### config.mk
export PLATFORM = sky130hd
export DESIGN_NAME = mips_run_controller
export DESIGN_NICKNAME = d
export VERILOG_FILES = /design/src/rtl/mips_run_controller.sv
export SDC_FILE = /design/constraint.sdc
export NUM_CORES = 1
export LEC_CHECK = 0
export CAP_MARGIN = 25
export CORE_ASPECT_RATIO = 1.25
export CORE_UTILIZATION = 51
export DETAILED_ROUTE_END_ITERATION = 16
export PLACE_DENSITY = 0.79
export SLEW_MARGIN = 10
export SYNTH_ARGS = -nofsm -noshare
export SYNTH_HDL_FRONTEND = slang
export SYNTH_SLANG_ARGS = --single-unit
### constraint.sdc
create_clock -name clk -period 2.95 [get_ports clk]
set_clock_uncertainty 0.15 [all_clocks]
set_input_delay 0.59 -clock clk [delete_from_list [all_inputs] [get_ports clk]]
set_output_delay 0.59 -clock clk [all_outputs]
set_load 0.03 [all_outputs]
### src/rtl/mips_run_controller.sv
// Run controller for the MIPS core: core reset sequencing, clock-enable gating, cycle counting and halt/timeout detection.
// Optional PC signature trace is built only when MIPS_RUN_TRACE_EN is defined; otherwise pc_sig is tied to zero.
module mips_run_controller #(
  parameter int          PC_W         = 32,
  parameter int          CNT_W        = 32,
  parameter int          RESET_CYCLES = 5,
  parameter int          MAX_CYCLES   = 1000,
  parameter logic [31:0] HALT_ADDR    = 32'h000000FC,
  parameter int          STALL_LIMIT  = 8
) (
  input  logic             clk,
  input  logic             rst,
  input  logic             start,
  input  logic [PC_W-1:0]  pc,
  output logic             cpu_rst,
  output logic             cpu_clk_en,
  output logic             running,
  output logic             done,
  output logic             timeout,
  output logic [CNT_W-1:0] cycle_count,
  output logic [31:0]      pc_sig
);

  localparam logic [2:0] ST_IDLE    = 3'd0;
  localparam logic [2:0] ST_HOLD    = 3'd1;
  localparam logic [2:0] ST_RUN     = 3'd2;
  localparam logic [2:0] ST_DONE    = 3'd3;
  localparam logic [2:0] ST_TIMEOUT = 3'd4;

  localparam int HOLD_W  = (RESET_CYCLES > 1) ? $clog2(RESET_CYCLES) : 1;
  localparam int STALL_W = (STALL_LIMIT > 1) ? $clog2(STALL_LIMIT) : 1;
  localparam int CMP_W   = (PC_W > 32) ? PC_W : 32;
  localparam int TW      = (CNT_W > 32) ? CNT_W : 32;

  localparam logic [HOLD_W-1:0] HOLD_LAST = HOLD_W'(RESET_CYCLES - 1);

  logic [2:0]         state_q, state_d;
  logic [HOLD_W-1:0]  hold_q, hold_d;
  logic [STALL_W-1:0] stall_q, stall_d;
  logic               first_q, first_d;
  logic [PC_W-1:0]    prev_pc_q, prev_pc_d;
  logic [CNT_W-1:0]   cnt_q, cnt_d;

  logic [CMP_W-1:0]   pc_ext;
  logic [CNT_W-1:0]   cnt_inc;
  logic               enter_hold;
  logic               pc_same;
  logic               addr_hit;
  logic               stall_hit;
  logic               halt;
  logic               tmo;

  assign pc_ext     = CMP_W'(pc);
  assign enter_hold = start && ((state_q == ST_IDLE) || (state_q == ST_DONE) ||
                                (state_q == ST_TIMEOUT));

  // Exit conditions, only meaningful while in RUN; the first RUN cycle has no previous PC
  assign cnt_inc   = (cnt_q == {CNT_W{1'b1}}) ? cnt_q : cnt_q + CNT_W'(1);
  assign pc_same   = !first_q && (pc == prev_pc_q);
  assign addr_hit  = (pc_ext == CMP_W'(HALT_ADDR));
  assign stall_hit = (STALL_LIMIT > 0) && pc_same &&
                     ((32'(stall_q) + 32'd1) == 32'(STALL_LIMIT));
  assign halt      = addr_hit || stall_hit;
  assign tmo       = (TW'(cnt_inc) == TW'(MAX_CYCLES));

  always_comb begin
    state_d   = state_q;
    hold_d    = hold_q;
    stall_d   = stall_q;
    first_d   = first_q;
    prev_pc_d = prev_pc_q;
    cnt_d     = cnt_q;
    if (enter_hold) begin
      state_d = ST_HOLD;
      hold_d  = '0;
      stall_d = '0;
      cnt_d   = '0;
    end else begin
      case (state_q)
        ST_HOLD: begin
          if (hold_q == HOLD_LAST) begin
            state_d = ST_RUN;
            hold_d  = '0;
            first_d = 1'b1;
          end else begin
            hold_d = hold_q + HOLD_W'(1);
          end
        end
        ST_RUN: begin
          cnt_d     = cnt_inc;
          first_d   = 1'b0;
          prev_pc_d = pc;
          stall_d   = (pc_same && (STALL_LIMIT > 0)) ? stall_q + STALL_W'(1) : '0;
          if (halt) begin
            state_d = ST_DONE;
          end else if (tmo) begin
            state_d = ST_TIMEOUT;
          end
        end
        ST_IDLE, ST_DONE, ST_TIMEOUT: state_d = state_q;
        default: state_d = ST_IDLE;
      endcase
    end
  end

  always_ff @(posedge clk) begin
    if (rst) begin
      state_q <= ST_IDLE;
      hold_q  <= '0;
      stall_q <= '0;
      first_q <= 1'b0;
      cnt_q   <= '0;
    end else begin
      state_q <= state_d;
      hold_q  <= hold_d;
      stall_q <= stall_d;
      first_q <= first_d;
      cnt_q   <= cnt_d;
    end
  end

  always_ff @(posedge clk) begin
    prev_pc_q <= prev_pc_d;
  end

`ifdef MIPS_RUN_TRACE_EN
  logic [31:0] sig_q, sig_d;

  always_comb begin
    sig_d = sig_q;
    if (enter_hold) begin
      sig_d = '0;
    end else if (state_q == ST_RUN) begin
      sig_d = {sig_q[30:0], sig_q[31]} ^ pc_ext[31:0];
    end
  end

  always_ff @(posedge clk) begin
    if (rst) begin
      sig_q <= '0;
    end else begin
      sig_q <= sig_d;
    end
  end

  assign pc_sig = sig_q;
`else
  assign pc_sig = 32'h0;
`endif

  // All outputs decode directly from flops, so they change only at clock edges
  assign cpu_rst     = (state_q == ST_IDLE) || (state_q == ST_HOLD);
  assign cpu_clk_en  = (state_q == ST_RUN);
  assign running     = (state_q == ST_HOLD) || (state_q == ST_RUN);
  assign done        = (state_q == ST_DONE);
  assign timeout     = (state_q == ST_TIMEOUT);
  assign cycle_count = cnt_q;

endmodule

==> summary.txt, run 1 <==
Placed design
  • Post-Place Cells: 715
  • HPWL Detailed: 8980 µm
  • I/O Buffers: 71
  • Final GP Congestion: 0.955
  • Setup WS pre-CTS: -0.0525 ns

Route
  • DRT met1 WL: 4690 µm
  • DRT iter0 DRCs: 191
  • Vias: 3976
  • DRC viols: 0
  • Vias per cell: 5.44
  • TritonRoute pass-1 iters: 4
  • Max Used Layer: met4
  • Met2 wire length: 6040 µm
  • Antenna-violating nets left: 0
  • DR WL met3: 569 µm
  • Final WL: 11800 µm
  • WL per Instance: 16.1 µm

Cells and area
  • Ant diodes: 0
  • Area Growth Syn to Fin: 25.3%
  • Finished Layout Cells: 731
  • Layout cell share with drive strength beyond 1: 0.160
  • Layout Utilization: 0.661
  • Fin nets: 646

Hold path
  • Worst Hold Class: reg -> reg
  • HP Start: hold_q[1]

Logic synthesis
  • Post-synth cell types: 64
  • Synth Cell Area: 4590 µm²
  • Syn Inst Count: 501
  • Post-synth top area cell: edfxtp_1
  • Synth warn: 0
  • Post-synth EDFFs: 32
  • Register area share after synthesis: 0.393
  • Yosys reg bits: 74
  • Top cell type's share of synthesized area: 0.209
  • Top cells by area, synth: edfxtp_1, dfxtp_1, xor2_1
  • Syn Area/Cell: 9.16 µm²
  • Ys flop type: dfxtp_1
  • Ys async rst share: 0

Timing
  • Worst hold slack: 0.339 ns
  • Final Hold Violating Endpoints: 0
  • Final setup vio count: 0
  • Tcrit/Tclk final: 0.942
  • Fmax: 0.360 GHz
  • RSZ-0062 raised after global routing: false
  • Slew @ Worst Pin: 0.656 ns
  • Fin. max-slew vios: 0
  • Setup WS post-layout: 0.172 ns
  • Tmin final: 2.78 ns
  • Slew headroom: 0.561

Worst setup path
  • CP cell instances: nand4_2, nor3_4, nand3_1, nor4b_4, mux2i_1, or4_1, nor4_1, a211oi_1
  • Critical Path AT: 2.86 ns
  • Worst Setup Path Type: reg -> reg
  • Critical Path Max Stage Delay: 0.49 ns
  • Crit path from: cycle_count[13]
  • Worst EP required: 3.03 ns
  • R2R Path Start: cycle_count[13]
  • Crit path max fanout: 6
  • Critical path endpoint category: flop
  • CP max-delay cell: dfxtp_1
  • Startpoint type of the worst setup path: flop

Pwr
  • Leak: 2.06 nW
  • Cell Pwr Density: 364 nW/µm²
  • Peak supply drop: 0.202 mV

Floorplan
  • Vert. Die Dim: 108 µm
  • Core Rows: 38
  • Die area: 9380 µm²
  • Initial Util: 0.527
  • I/O pins: 104
  • Die span in x: 86.8 µm
  • Floorplan Core Area: 8700 µm²

Run
  • Max_cap viols: 0

GRT
  • GRT overflow: 0
  • First-pass GRT wire length: 18600 µm
  • Initial antenna violation count: 0
  • GRT Overall Usage: 0.259
  • Largest net degree at the start of global routing: 41
  • Vias in the first global route: 3916

Clocking
  • Clk sinks: 74
  • Reg clk slew, reported paths: 0.09 ns
  • Clk buf depth: 2
  • CTS buffer count: 9
  • Post-CTS setup buffers: 0
  • Clk Latency, worst-skew pair: 0.36 ns
  • H-tree lvl count: 3
  • CTS tree: done
  • CTS root buf: clkbuf_8

Outcome
  • Status: completed
synth_stat cells, types with 6 or more instances:
cell type,count
dfxtp_1,42
a21oi_1,21
inv_1,11
clkbuf_1,7
o21ai_0,12
nor4_1,24
nor3_1,11
or3_1,9
nand3_1,23
xor2_1,38
nor2_1,58
xnor2_1,28
edfxtp_1,32
nand4_1,16
nand2_1,36
buf_4,36
and3_1,6
buf_2,7
stage by stage:
stage / total power, W / TNS (ns) / cell area [µm²]
6_report: 0.00209 / 0 / 5750
5_1_grt: 0.00215 / 0 / 5750
2_1_floorplan: 0.00126 / 0 / 4700
3_3_place_gp: 0.00131 / 0 / 5520
3_5_place_dp: 0.00131 / -0.0525 / 5520
4_1_cts: 0.00210 / 0 / 5720
layer usage:
layer / vias up / GRT usage
met5: - / 0
met1: 1881 / 0.287
li1: 1939 / -
met3: 38 / 0.0336
met4: 0 / 0.158
met2: 118 / 0.466
repair_timing:
item                                    CTS  global route
resized for setup                         0             5
hold endpoints to repair                  0             0
endpoints found under the setup margin    0             2
hold buffers                              0             0
worst max-delay path, delay by kind of cell (launching register included):
kind | cells | cell delay, ns
AND/OR/NAND/NOR | 6 | 1.70
AO/OA/AOI/OAI | 1 | 0.12
flip-flops | 1 | 0.49
multiplexers | 1 | 0.20
layout make-up:
type	count	area, µm²
tap	120	150
multi-input combinational	390	2480
clock buffer	9	124
clock inverter	7	76.3
inverter	12	45.0
sequential	74	1800
fill	716	2950
timing repair buffer	119	1070
kinds of logic (layout without fill, tap and decap cells):
logic type	Yosys count	count (layout)	share of synthesized area
buf+inv	68	147	0.0977
fa+ha+maj	5	5	0.0136
other cells	1	32	0.000818
xor+xnor	66	66	0.126
flops	74	74	0.393
mux	1	1	0.00218
compound gates	61	61	0.0862
simple gates	225	225	0.281
registers in the layout, indices dropped and copies added (netlist names):
register and flops:
cycle_count 32, prev_pc_q 32, hold_q 3, stall_q 3, state_q 3, first_q 1
where the power goes:
part / internal (W) / total (W) / switching [W]
clock: 0.000396 / 0.000802 / 0.000407
combinational: 0.0000750 / 0.000208 / 0.000133
sequential: 0.00108 / 0.00108 / 0.00000675
final timing paths:
kind	to	slack (ns)	cells past startpoint
setup reg to reg	state_q[1]	0.17	8
hold reg to reg	hold_q[1]	0.34	2
setup / recovery	state_q[1]	0.17	8
hold / removal	hold_q[1]	0.34	2
placed cells by master (no fill, tap or decap), drive strengths merged, types with 2 or more instances in the layout:
cell,Yosys,final
clkdlybuf4s50,0,71
a211oi,4,4
nor3,15,15
o21a,3,3
a31oi,4,4
nand4b,3,3
nor2,59,59
clkinv,1,3
a311oi,2,2
nand2,37,37
and3,11,11
nor4b,3,3
inv,11,13
xnor2,28,28
o21ai,13,13
a21oi,21,21
clkbuf,7,9
and2,5,5
nor4,24,24
nand4,20,20
ha,5,5
buf,49,48
nand3,23,23
xor2,38,38
a31o,2,2
conb,1,32
edfxtp,32,32
a211o,3,3
clkinvlp,0,2
and4,7,7
or3,10,10
dfxtp,42,42
nand3b,3,3
No activity file was read; power rests on OpenSTA's default activity.
==> inputs of run 2 (changes only) <==
--- a/config.mk
+++ b/config.mk
@@ -10,6 +10,7 @@
 export CORE_UTILIZATION = 51
 export DETAILED_ROUTE_END_ITERATION = 16
 export PLACE_DENSITY = 0.79
+export SKIP_CTS_REPAIR_TIMING = 1
 export SLEW_MARGIN = 10
 export SYNTH_ARGS = -nofsm -noshare
 export SYNTH_HDL_FRONTEND = slang
==> results of run 2 <==
Final layout, timing and power as in run 1 (identical DEF).
